==> config.mk <==
export PLATFORM = sky130hd
export DESIGN_NAME = writeback_queue_flat
export DESIGN_NICKNAME = d
export VERILOG_FILES = /design/src/rtl/cpu_pkg.sv /design/src/rtl/writeback_queue_if.sv /design/src/rtl/wb_entry_fifo.sv /design/src/rtl/writeback_queue.sv /design/src/flat_wrapper.sv
export SDC_FILE = /design/constraint.sdc
export NUM_CORES = 1
export LEC_CHECK = 0
export CAP_MARGIN = 20
export CELL_PAD_IN_SITES_DETAIL_PLACEMENT = 0
export CELL_PAD_IN_SITES_GLOBAL_PLACEMENT = 2
export CORE_MARGIN = 2
export CORE_UTILIZATION = 34
export CTS_CLUSTER_DIAMETER = 30
export DETAILED_ROUTE_END_ITERATION = 10
export PLACE_DENSITY_LB_ADDON = 0.1
export SKIP_LAST_GASP = 1
export SLEW_MARGIN = 20
export SYNTH_ARGS = -nofsm -noshare
export SYNTH_HDL_FRONTEND = slang
export SYNTH_SLANG_ARGS = --single-unit
==> constraint.sdc <==
create_clock -name clk -period 12.96 [get_ports clk]
set_clock_uncertainty 0.1 [all_clocks]
set_input_delay 2.592 -clock clk [delete_from_list [all_inputs] [get_ports clk]]
set_output_delay 2.592 -clock clk [all_outputs]
set_load 0.005 [all_outputs]
==> src/rtl/cpu_pkg.sv <==
// Shared constants and the writeback queue entry type.
// Imported by the interface, FIFO and top level.
package cpu_pkg;
  localparam int XLEN = 64;
  localparam int NREGS = 32;
  localparam int RWIDTH = $clog2(NREGS);
  localparam int QDEPTH = 4;
  localparam int ZERO_REG = 31;

  typedef struct packed {
    logic              valid;
    logic [RWIDTH-1:0] sel;
    logic [XLEN-1:0]   data;
  } entry_t;
endpackage

==> src/rtl/writeback_queue_if.sv <==
// Long-latency result handshake (valid/ready).
// master: producer (mul/div); slave: writeback queue.
interface writeback_queue_if
  import cpu_pkg::*;
#(
  parameter int BITSIZE = XLEN,
  parameter int REGSIZE = NREGS
) ();
  localparam int RW = $clog2(REGSIZE);

  logic               m_valid;
  logic               m_ready;
  logic [RW-1:0]      m_sel;
  logic [BITSIZE-1:0] m_data;

  modport master (
    output m_valid, m_sel, m_data,
    input  m_ready
  );

  modport slave (
    input  m_valid, m_sel, m_data,
    output m_ready
  );
endinterface

==> src/rtl/wb_entry_fifo.sv <==
// Long-latency result FIFO with per-register squash and pending OR.
// Ports: push/pop controls, squash by index, head, full/empty, count, pend.
module wb_entry_fifo
  import cpu_pkg::*;
#(
  parameter int DEPTH = QDEPTH,
  localparam int AW = $clog2(DEPTH),
  localparam int PW = AW + 1
) (
  input  logic              clk,
  input  logic              rst,
  input  logic              push,
  input  logic [RWIDTH-1:0] push_sel,
  input  logic [XLEN-1:0]   push_data,
  input  logic              pop,
  input  logic              squash,
  input  logic [RWIDTH-1:0] squash_sel,
  output entry_t            head,
  output logic              empty,
  output logic              full,
  output logic [PW-1:0]     count,
  output logic [NREGS-1:0]  pend
);
  entry_t        mem [DEPTH];
  logic [PW-1:0] wptr;
  logic [PW-1:0] rptr;

  assign count = wptr - rptr;
  assign empty = (wptr == rptr);
  assign full  = (wptr[PW-1] != rptr[PW-1]) &&
                 (wptr[AW-1:0] == rptr[AW-1:0]);
  assign head  = mem[rptr[AW-1:0]];

  // Later assignments win: a same-cycle push is the
  // younger write and must survive the squash.
  always_ff @(posedge clk or posedge rst) begin
    if (rst) begin
      wptr <= '0;
      rptr <= '0;
      for (int i = 0; i < DEPTH; i++) mem[i] <= '0;
    end else begin
      for (int i = 0; i < DEPTH; i++)
        if (squash && mem[i].sel == squash_sel)
          mem[i].valid <= 1'b0;
      if (pop) begin
        mem[rptr[AW-1:0]].valid <= 1'b0;
        rptr <= rptr + PW'(1);
      end
      if (push) begin
        mem[wptr[AW-1:0]] <= '{valid: 1'b1,
                               sel: push_sel,
                               data: push_data};
        wptr <= wptr + PW'(1);
      end
    end
  end

  // Freed slots have valid cleared, so no occupancy gating.
  always_comb begin
    pend = '0;
    for (int i = 0; i < DEPTH; i++)
      if (mem[i].valid) pend[mem[i].sel] = 1'b1;
  end
endmodule

==> src/rtl/writeback_queue.sv <==
// Writeback stage: ALU results win, long-latency FIFO fills gaps.
// Ports: clk, rst, a_*, m (slave if), wb_*, pending, count.
module writeback_queue
  import cpu_pkg::*;
#(
  parameter int BITSIZE = XLEN,
  parameter int REGSIZE = NREGS,
  parameter int DEPTH = QDEPTH,
  localparam int RW = $clog2(REGSIZE),
  localparam int CW = $clog2(DEPTH) + 1
) (
  input  logic               clk,
  input  logic               rst,
  input  logic               a_valid,
  input  logic [RW-1:0]      a_sel,
  input  logic [BITSIZE-1:0] a_data,
  writeback_queue_if.slave   m,
  output logic               wb_en,
  output logic [RW-1:0]      wb_sel,
  output logic [BITSIZE-1:0] wb_data,
  output logic [REGSIZE-1:0] pending,
  output logic [CW-1:0]      count
);
  entry_t             head;
  logic               empty;
  logic               full;
  logic [REGSIZE-1:0] fpend;
  logic               alu_w;
  logic               push;
  logic               pop;

  assign alu_w     = a_valid && (a_sel != RW'(ZERO_REG));
  assign m.m_ready = !full && !rst;
  assign push      = m.m_valid && m.m_ready &&
                     (m.m_sel != RW'(ZERO_REG));
  assign pop       = !alu_w && !empty;

  wb_entry_fifo #(.DEPTH(DEPTH)) u_fifo (
    .clk        (clk),
    .rst        (rst),
    .push       (push),
    .push_sel   (m.m_sel),
    .push_data  (m.m_data),
    .pop        (pop),
    .squash     (alu_w),
    .squash_sel (a_sel),
    .head       (head),
    .empty      (empty),
    .full       (full),
    .count      (count),
    .pend       (fpend)
  );

  always_ff @(posedge clk or posedge rst) begin
    if (rst) begin
      wb_en   <= 1'b0;
      wb_sel  <= '0;
      wb_data <= '0;
    end else if (alu_w) begin
      wb_en   <= 1'b1;
      wb_sel  <= a_sel;
      wb_data <= a_data;
    end else if (!empty) begin
      wb_en   <= head.valid;
      wb_sel  <= head.sel;
      wb_data <= head.data;
    end else begin
      wb_en   <= 1'b0;
    end
  end

  always_comb begin
    pending = fpend;
    if (wb_en) pending[wb_sel] = 1'b1;
    pending[ZERO_REG] = 1'b0;
  end
endmodule
==> src/flat_wrapper.sv <==
// flat-port wrapper written by rule: the top's interface ports become plain ports
module writeback_queue_flat import cpu_pkg::*;
#(
  parameter int BITSIZE = XLEN,
  parameter int REGSIZE = NREGS,
  parameter int DEPTH = QDEPTH,
  localparam int RW = $clog2(REGSIZE),
  localparam int CW = $clog2(DEPTH) + 1
)
  (clk, rst, a_valid, a_sel, a_data, wb_en, wb_sel, wb_data, pending, count, m_m_valid, m_m_sel, m_m_data, m_m_ready);
  writeback_queue_if #(.BITSIZE(BITSIZE), .REGSIZE(REGSIZE)) m_i ();
  input  logic clk;
  input  logic rst;
  input  logic a_valid;
  input  logic [RW-1:0] a_sel;
  input  logic [BITSIZE-1:0] a_data;
  output logic wb_en;
  output logic [RW-1:0] wb_sel;
  output logic [BITSIZE-1:0] wb_data;
  output logic [REGSIZE-1:0] pending;
  output logic [CW-1:0] count;
  input wire logic [$bits(m_i.m_valid)-1:0] m_m_valid;
  input wire logic [$bits(m_i.m_sel)-1:0] m_m_sel;
  input wire logic [$bits(m_i.m_data)-1:0] m_m_data;
  output wire logic [$bits(m_i.m_ready)-1:0] m_m_ready;
  assign m_i.m_valid = m_m_valid;
  assign m_i.m_sel = m_m_sel;
  assign m_i.m_data = m_m_data;
  assign m_m_ready = m_i.m_ready;
  writeback_queue #(.BITSIZE(BITSIZE), .REGSIZE(REGSIZE), .DEPTH(DEPTH)) u_core (.clk(clk), .rst(rst), .a_valid(a_valid), .a_sel(a_sel), .a_data(a_data), .m(m_i), .wb_en(wb_en), .wb_sel(wb_sel), .wb_data(wb_data), .pending(pending), .count(count));
endmodule
# == After elaboration in Yosys (flattened, before gate mapping) ==
# Index checks and enable logic that the tools add are counted.
# totals
ff_bits,356
# classes
n_eq_ne,10
reduce_logical,21
order_cmp,14
muxes,36
bitwise,6
n_addsub,3
# op_table
operator,count
$bwmux 280,2
$mux 280,2
$demux 70 s2,2
$mux 70,4
$mux 31,5
$bmux 70 s2,1
$mux 64,2
$or 31x31->31,4
$lt 5x6->1 const B,5
$demux 1 s5,5
$ge 5x1->1 const B,5
$eq 5x5->1,4
$logic_and 1x1->1,17
$mux 1,11
$mux 5,2
$ne 5x5->1 const B,2
$add 3x1->3 const B,2
$ge 3x3->1 const B,2
$lt 3x1->1 const B,2
$not 2->3,2
$logic_not 1->1,4
$eq 3x3->1,1
$sub 3x3->3,1
$eq 2x2->1,1
other kinds (2),2

# == Depth between registers and ports, before layout ==
# logic_depth
ltp_word,13
ltp_mapped,10
mapped_depth_nobuf,6

# == Modules after synthesis ==
# From an unflattened synthesis, not the netlist that was laid out.
# unflattened
hier_cells,1188
hier_area_um2,17643.2
# modules_own_cells
module,cells_per_inst,seq_area_each_um2,area_per_inst_um2,instances
wb_entry_fifo,898,7156.9,13763.2,1
writeback_queue,290,1751.7,3880.0,1

# == Worst setup path before layout ==
# OpenSTA, ideal clock, no wires.
# synth_timing
kind,input -> output
startpoint,in rst
endpoint,out m_m_ready
path_slack_ps,7443
arrival_time_ps,2825
cell_stages,1
n_path_buf,0
cell_sequence,a31oi_4
# synth_via
elab_chain_cells,2
# synth_lines
element,line,text
"start, declared",flat_wrapper.sv:13,input logic rst;
$logic_not 1->1,writeback_queue.sv:33,assign m.m_ready = !full && !rst;
$logic_and 1x1->1,writeback_queue.sv:33,
"end, declared",flat_wrapper.sv:25,output wire logic [$bits(m_i.m_ready)-1:0] m_m_ready;
# No other way between the ends.

# == Worst setup path in the final report ==
# Same ends and word-level chain as after synthesis.

==> impl_metrics.xml <==
<?xml version="1.0" encoding="UTF-8"?>
<metrics>
  <group name="global_route">
    <metric name="grt_pass1_vias" unit="">12460</metric>
    <metric name="antenna_found_initial" unit="">3</metric>
    <metric name="grt_pass1_wl" unit="µm">74770</metric>
    <metric name="globalRouteOverflowTotal" unit="">0</metric>
    <metric name="global_route.usage.total" unit="">0.1836</metric>
    <metric name="largest_net_degree_at_the_start_of_global_routing" unit="">178</metric>
  </group>
  <group name="route">
    <metric name="drc_errors" unit="">0</metric>
    <metric name="vias_per_cell" unit="">5.122</metric>
    <metric name="drt_pre_antenna_iters" unit="">5</metric>
    <metric name="wl_met2" unit="µm">23990</metric>
    <metric name="detail_route.wl_per_cell" unit="µm">20.98</metric>
    <metric name="detail-route-antenna-nets" unit="">0</metric>
    <metric name="wl_met3" unit="µm">2765</metric>
    <metric name="drt_iter0_markers" unit="">615</metric>
    <metric name="route.vias.total" unit="">11860</metric>
    <metric name="detailed_route_wl" unit="µm">48580</metric>
    <metric name="routed.top_layer" unit="">met5</metric>
    <metric name="drt-met1-wl" unit="µm">20800</metric>
  </group>
  <group name="sta">
    <metric name="report.final.setup_viol" unit="">0</metric>
    <metric name="setup_slack" unit="ns">6.044</metric>
    <metric name="rsz0062_at_grt" unit="">false</metric>
    <metric name="finalHoldViolCount" unit="">0</metric>
    <metric name="finalCritPeriodShare" unit="">0.5337</metric>
    <metric name="period_needed" unit="ns">6.916</metric>
    <metric name="timing_worst_slew_pin_value" unit="ns">0.9664</metric>
    <metric name="setup-tns-final" unit="ns">0</metric>
    <metric name="final.hold.worst_slack" unit="ns">0.3848</metric>
    <metric name="drv_slew" unit="">0</metric>
    <metric name="fmax" unit="MHz">144.6</metric>
    <metric name="max_slew_margin" unit="">0.3557</metric>
  </group>
  <group name="synthesis">
    <metric name="synth.top_cell.area_share" unit="">0.5091</metric>
    <metric name="netlist_instances" unit="">1306</metric>
    <metric name="netlist_top_cells_area" unit="">dfrtp_1, mux2_2, mux4_2, mux2i_1, buf_6</metric>
    <metric name="ys_types" unit="">37</metric>
    <metric name="ys_async_sr_fraction" unit="">1.000</metric>
    <metric name="synthMostInstantiatedCell" unit="">dfrtp_1</metric>
    <metric name="synth_area_leader_cell" unit="">dfrtp_1</metric>
    <metric name="post_synth.cell_area_avg" unit="µm²">13.40</metric>
    <metric name="ys_seq_area_frac" unit="">0.5091</metric>
    <metric name="synthesis.nets" unit="">1459</metric>
    <metric name="post_synth_most_frequent_cells" unit="">dfrtp_1, mux2_2, nand2_1</metric>
    <metric name="ys_warn_count" unit="">0</metric>
    <metric name="netlist_area" unit="mm²">0.01750</metric>
    <metric name="synth_edf_count" unit="">0</metric>
    <metric name="synth.ff_latch_count" unit="">356</metric>
    <metric name="synth_top_flop_cell" unit="">dfrtp_1</metric>
  </group>
  <group name="setup_path">
    <metric name="worstSetupPathType" unit="">in2out</metric>
    <metric name="ff2ff_path_depth" unit="">7</metric>
    <metric name="critical_path.cell_chain" unit="">clkdlybuf4s50_1, a31oi_4, clkdlybuf4s50_1</metric>
    <metric name="timing.rr.end" unit="">u_core.u_fifo.mem[69]</metric>
    <metric name="r2r_setup_slack" unit="ns">9.36</metric>
    <metric name="r2r_start" unit="">u_core.u_fifo.rptr[1]</metric>
    <metric name="cp_data_required_time" unit="ns">10.27</metric>
    <metric name="critPathMaxStageDelay" unit="ns">0.61</metric>
    <metric name="worst_path_max_delay_cell" unit="">clkdlybuf4s50_1</metric>
    <metric name="worstSetupStartpointType" unit="">primary input</metric>
    <metric name="timing.critical_path.mode_cell" unit="">clkdlybuf4s50_1</metric>
    <metric name="worst-path-max-fanout" unit="">7</metric>
    <metric name="cp_data_arrival_time" unit="ns">4.22</metric>
    <metric name="critPathCaptureType" unit="">primary output</metric>
  </group>
  <group name="power_and_ir_drop">
    <metric name="power.net_switching" unit="µW">2051</metric>
    <metric name="power.static_leakage" unit="µW">0.01007</metric>
    <metric name="p_seq_frac" unit="">0.317</metric>
    <metric name="cellPowerDensity" unit="mW/mm²">285.4</metric>
    <metric name="cellInternalPower" unit="µW">4665</metric>
    <metric name="fin_total_pwr" unit="µW">6716</metric>
    <metric name="vdd_ir_drop_max" unit="mV">0.1430</metric>
    <metric name="p_sw_frac" unit="">0.3054</metric>
    <metric name="power_frac_clock" unit="">0.344</metric>
    <metric name="combPwrFrac" unit="">0.339</metric>
  </group>
  <group name="clocking">
    <metric name="clock_latency" unit="ns">0.60</metric>
    <metric name="htree_num_levels" unit="">3</metric>
    <metric name="ctsRootBufferMaster" unit="">clkbuf_16</metric>
    <metric name="post_cts_hold_buffer_count" unit="">0</metric>
    <metric name="clk_pin_slew" unit="ns">0.04</metric>
    <metric name="postCtsSetupBuffers" unit="">0</metric>
    <metric name="ctsLongestPathBuffers" unit="">3</metric>
    <metric name="cts_repair_resize_count" unit="">0</metric>
    <metric name="numCtsBuffers" unit="">94</metric>
    <metric name="count_of_clock_tree_sinks" unit="">356</metric>
    <metric name="cts_tree" unit="">built</metric>
  </group>
  <group name="placement">
    <metric name="routabilityCongestion" unit="">0.8415</metric>
    <metric name="portBuffers" unit="">246</metric>
    <metric name="detailedPlace.worstSlack" unit="ns">6.055</metric>
    <metric name="dpl.hpwl" unit="µm">30710</metric>
  </group>
  <group name="floorplanning">
    <metric name="floorplan.core_area" unit="mm²">0.05109</metric>
    <metric name="die_height" unit="µm">230.9</metric>
    <metric name="die_area" unit="mm²">0.05330</metric>
    <metric name="io-pin-count" unit="">248</metric>
    <metric name="die_width" unit="µm">230.9</metric>
    <metric name="floorplan.initialDensity" unit="">0.3425</metric>
    <metric name="floorplan.rows" unit="">83</metric>
  </group>
  <group name="flow_run">
    <metric name="drv.max_cap_violation_count" unit="">0</metric>
  </group>
  <group name="finish">
    <metric name="drive_gt1_frac" unit="">0.3207</metric>
    <metric name="post-route-util" unit="">0.4606</metric>
    <metric name="design.final.nets" unit="">1713</metric>
    <metric name="syn2layout_area_growth" unit="%">34.49</metric>
  </group>
  <group name="min_path">
    <metric name="min_from" unit="">u_core.u_fifo.wptr[2]</metric>
    <metric name="worst_hold_path.endpoint" unit="">u_core.u_fifo.wptr[2]</metric>
    <metric name="min_path_type" unit="">reg2reg</metric>
    <metric name="hold_path_cell_cnt" unit="">1</metric>
  </group>
  <group name="outcome">
    <metric name="run_status" unit="">finished, final reports clean</metric>
  </group>
</metrics>
[logic make-up after synthesis]
| group | count (synthesis) | synth area share |
|---|---|---|
| compound gates | 146 | 0.05198 |
| xor+xnor | 26 | 0.01301 |
| fa+ha+maj | 11 | 0.008295 |
| buf+inv | 108 | 0.03983 |
| flops | 356 | 0.5091 |
| mux | 416 | 0.3078 |
| other cells | 1 | 0.0002143 |
| simple gates | 242 | 0.06972 |
[registers in the layout, summed over array words and instances (netlist names)]
signal,flops
u_core.wb_en,1
u_core.u_fifo.rptr,3
u_core.wb_sel,5
u_core.u_fifo.wptr,3
u_core.u_fifo.mem,280
u_core.wb_data,64
[power groups by stage]
stage	registers (µW)	clock network (µW)	logic, µW
global route	2210	2430	2480
detailed placement	2140	0	2320
global placement	2110	0	2290
CTS	2120	2360	2320
floorplan	1890	0	1710
finish	2130	2310	2280
[through the flow]
stage,instances,cell area [µm²]
3_5_place_dp,2143,20300
6_report,2315,23530
3_3_place_gp,2143,20300
5_1_grt,2314,23530
2_1_floorplan,1306,17500
4_1_cts,2313,23500
[worst max-delay path: cells and delay by family]
family                 cells  cell delay (ns)
buffers and inverters      2             1.16
AO/OA/AOI/OAI              1             0.47
[layout make-up]
cell class                 count  area (µm²)
tap                          680       850.8
sequential                   356        8916
antenna                        1       2.502
timing repair buffer         259        2592
clock buffer                 138        2729
fill                        4690       27560
clock inverter                32       476.7
inverter                       7       33.78
multi-input combinational    842        7933
[layer usage]
metal,up-vias,GRT usage
met4,4,0.05847
met3,80,0.04867
li1,5364,-
met2,341,0.3031
met1,6069,0.2345
met5,-,0
[cells in the final DEF, fill, tap and decap left out, drive strengths merged, types with 2 or more instances in the layout]
cell type	synthesis	final
dfrtp	356	356
mux2	277	277
clkdlybuf4s50	0	246
clkbuf	49	138
nand2	98	98
o21ai	80	80
mux4	70	70
mux2i	69	69
nand3	37	37
nor2	36	36
a22oi	32	32
nand3b	23	23
nor3b	20	20
o22ai	16	16
xnor2	15	15
clkinv	0	15
o221ai	14	14
buf	52	13
xor2	11	11
bufinv	0	11
ha	10	10
inv	7	10
nor3	6	6
or3b	5	5
and3	5	5
and3b	3	3
nor4	3	3
clkinvlp	0	3
or2	3	3
o21a	2	2
[how the worst max path moves through the flow]
stage | from | endpoint | slack [ns]
6_report | rst | m_m_ready | 6.04
5_1_grt | rst | m_m_ready | 6.00
4_1_cts | rst | m_m_ready | 6.04
3_5_place_dp | rst | m_m_ready | 6.05
3_3_place_gp | rst | m_m_ready | 6.08
2_1_floorplan | rst | u_core.u_fifo.mem[0] | 0.39
(Power assumes the default switching activity.)
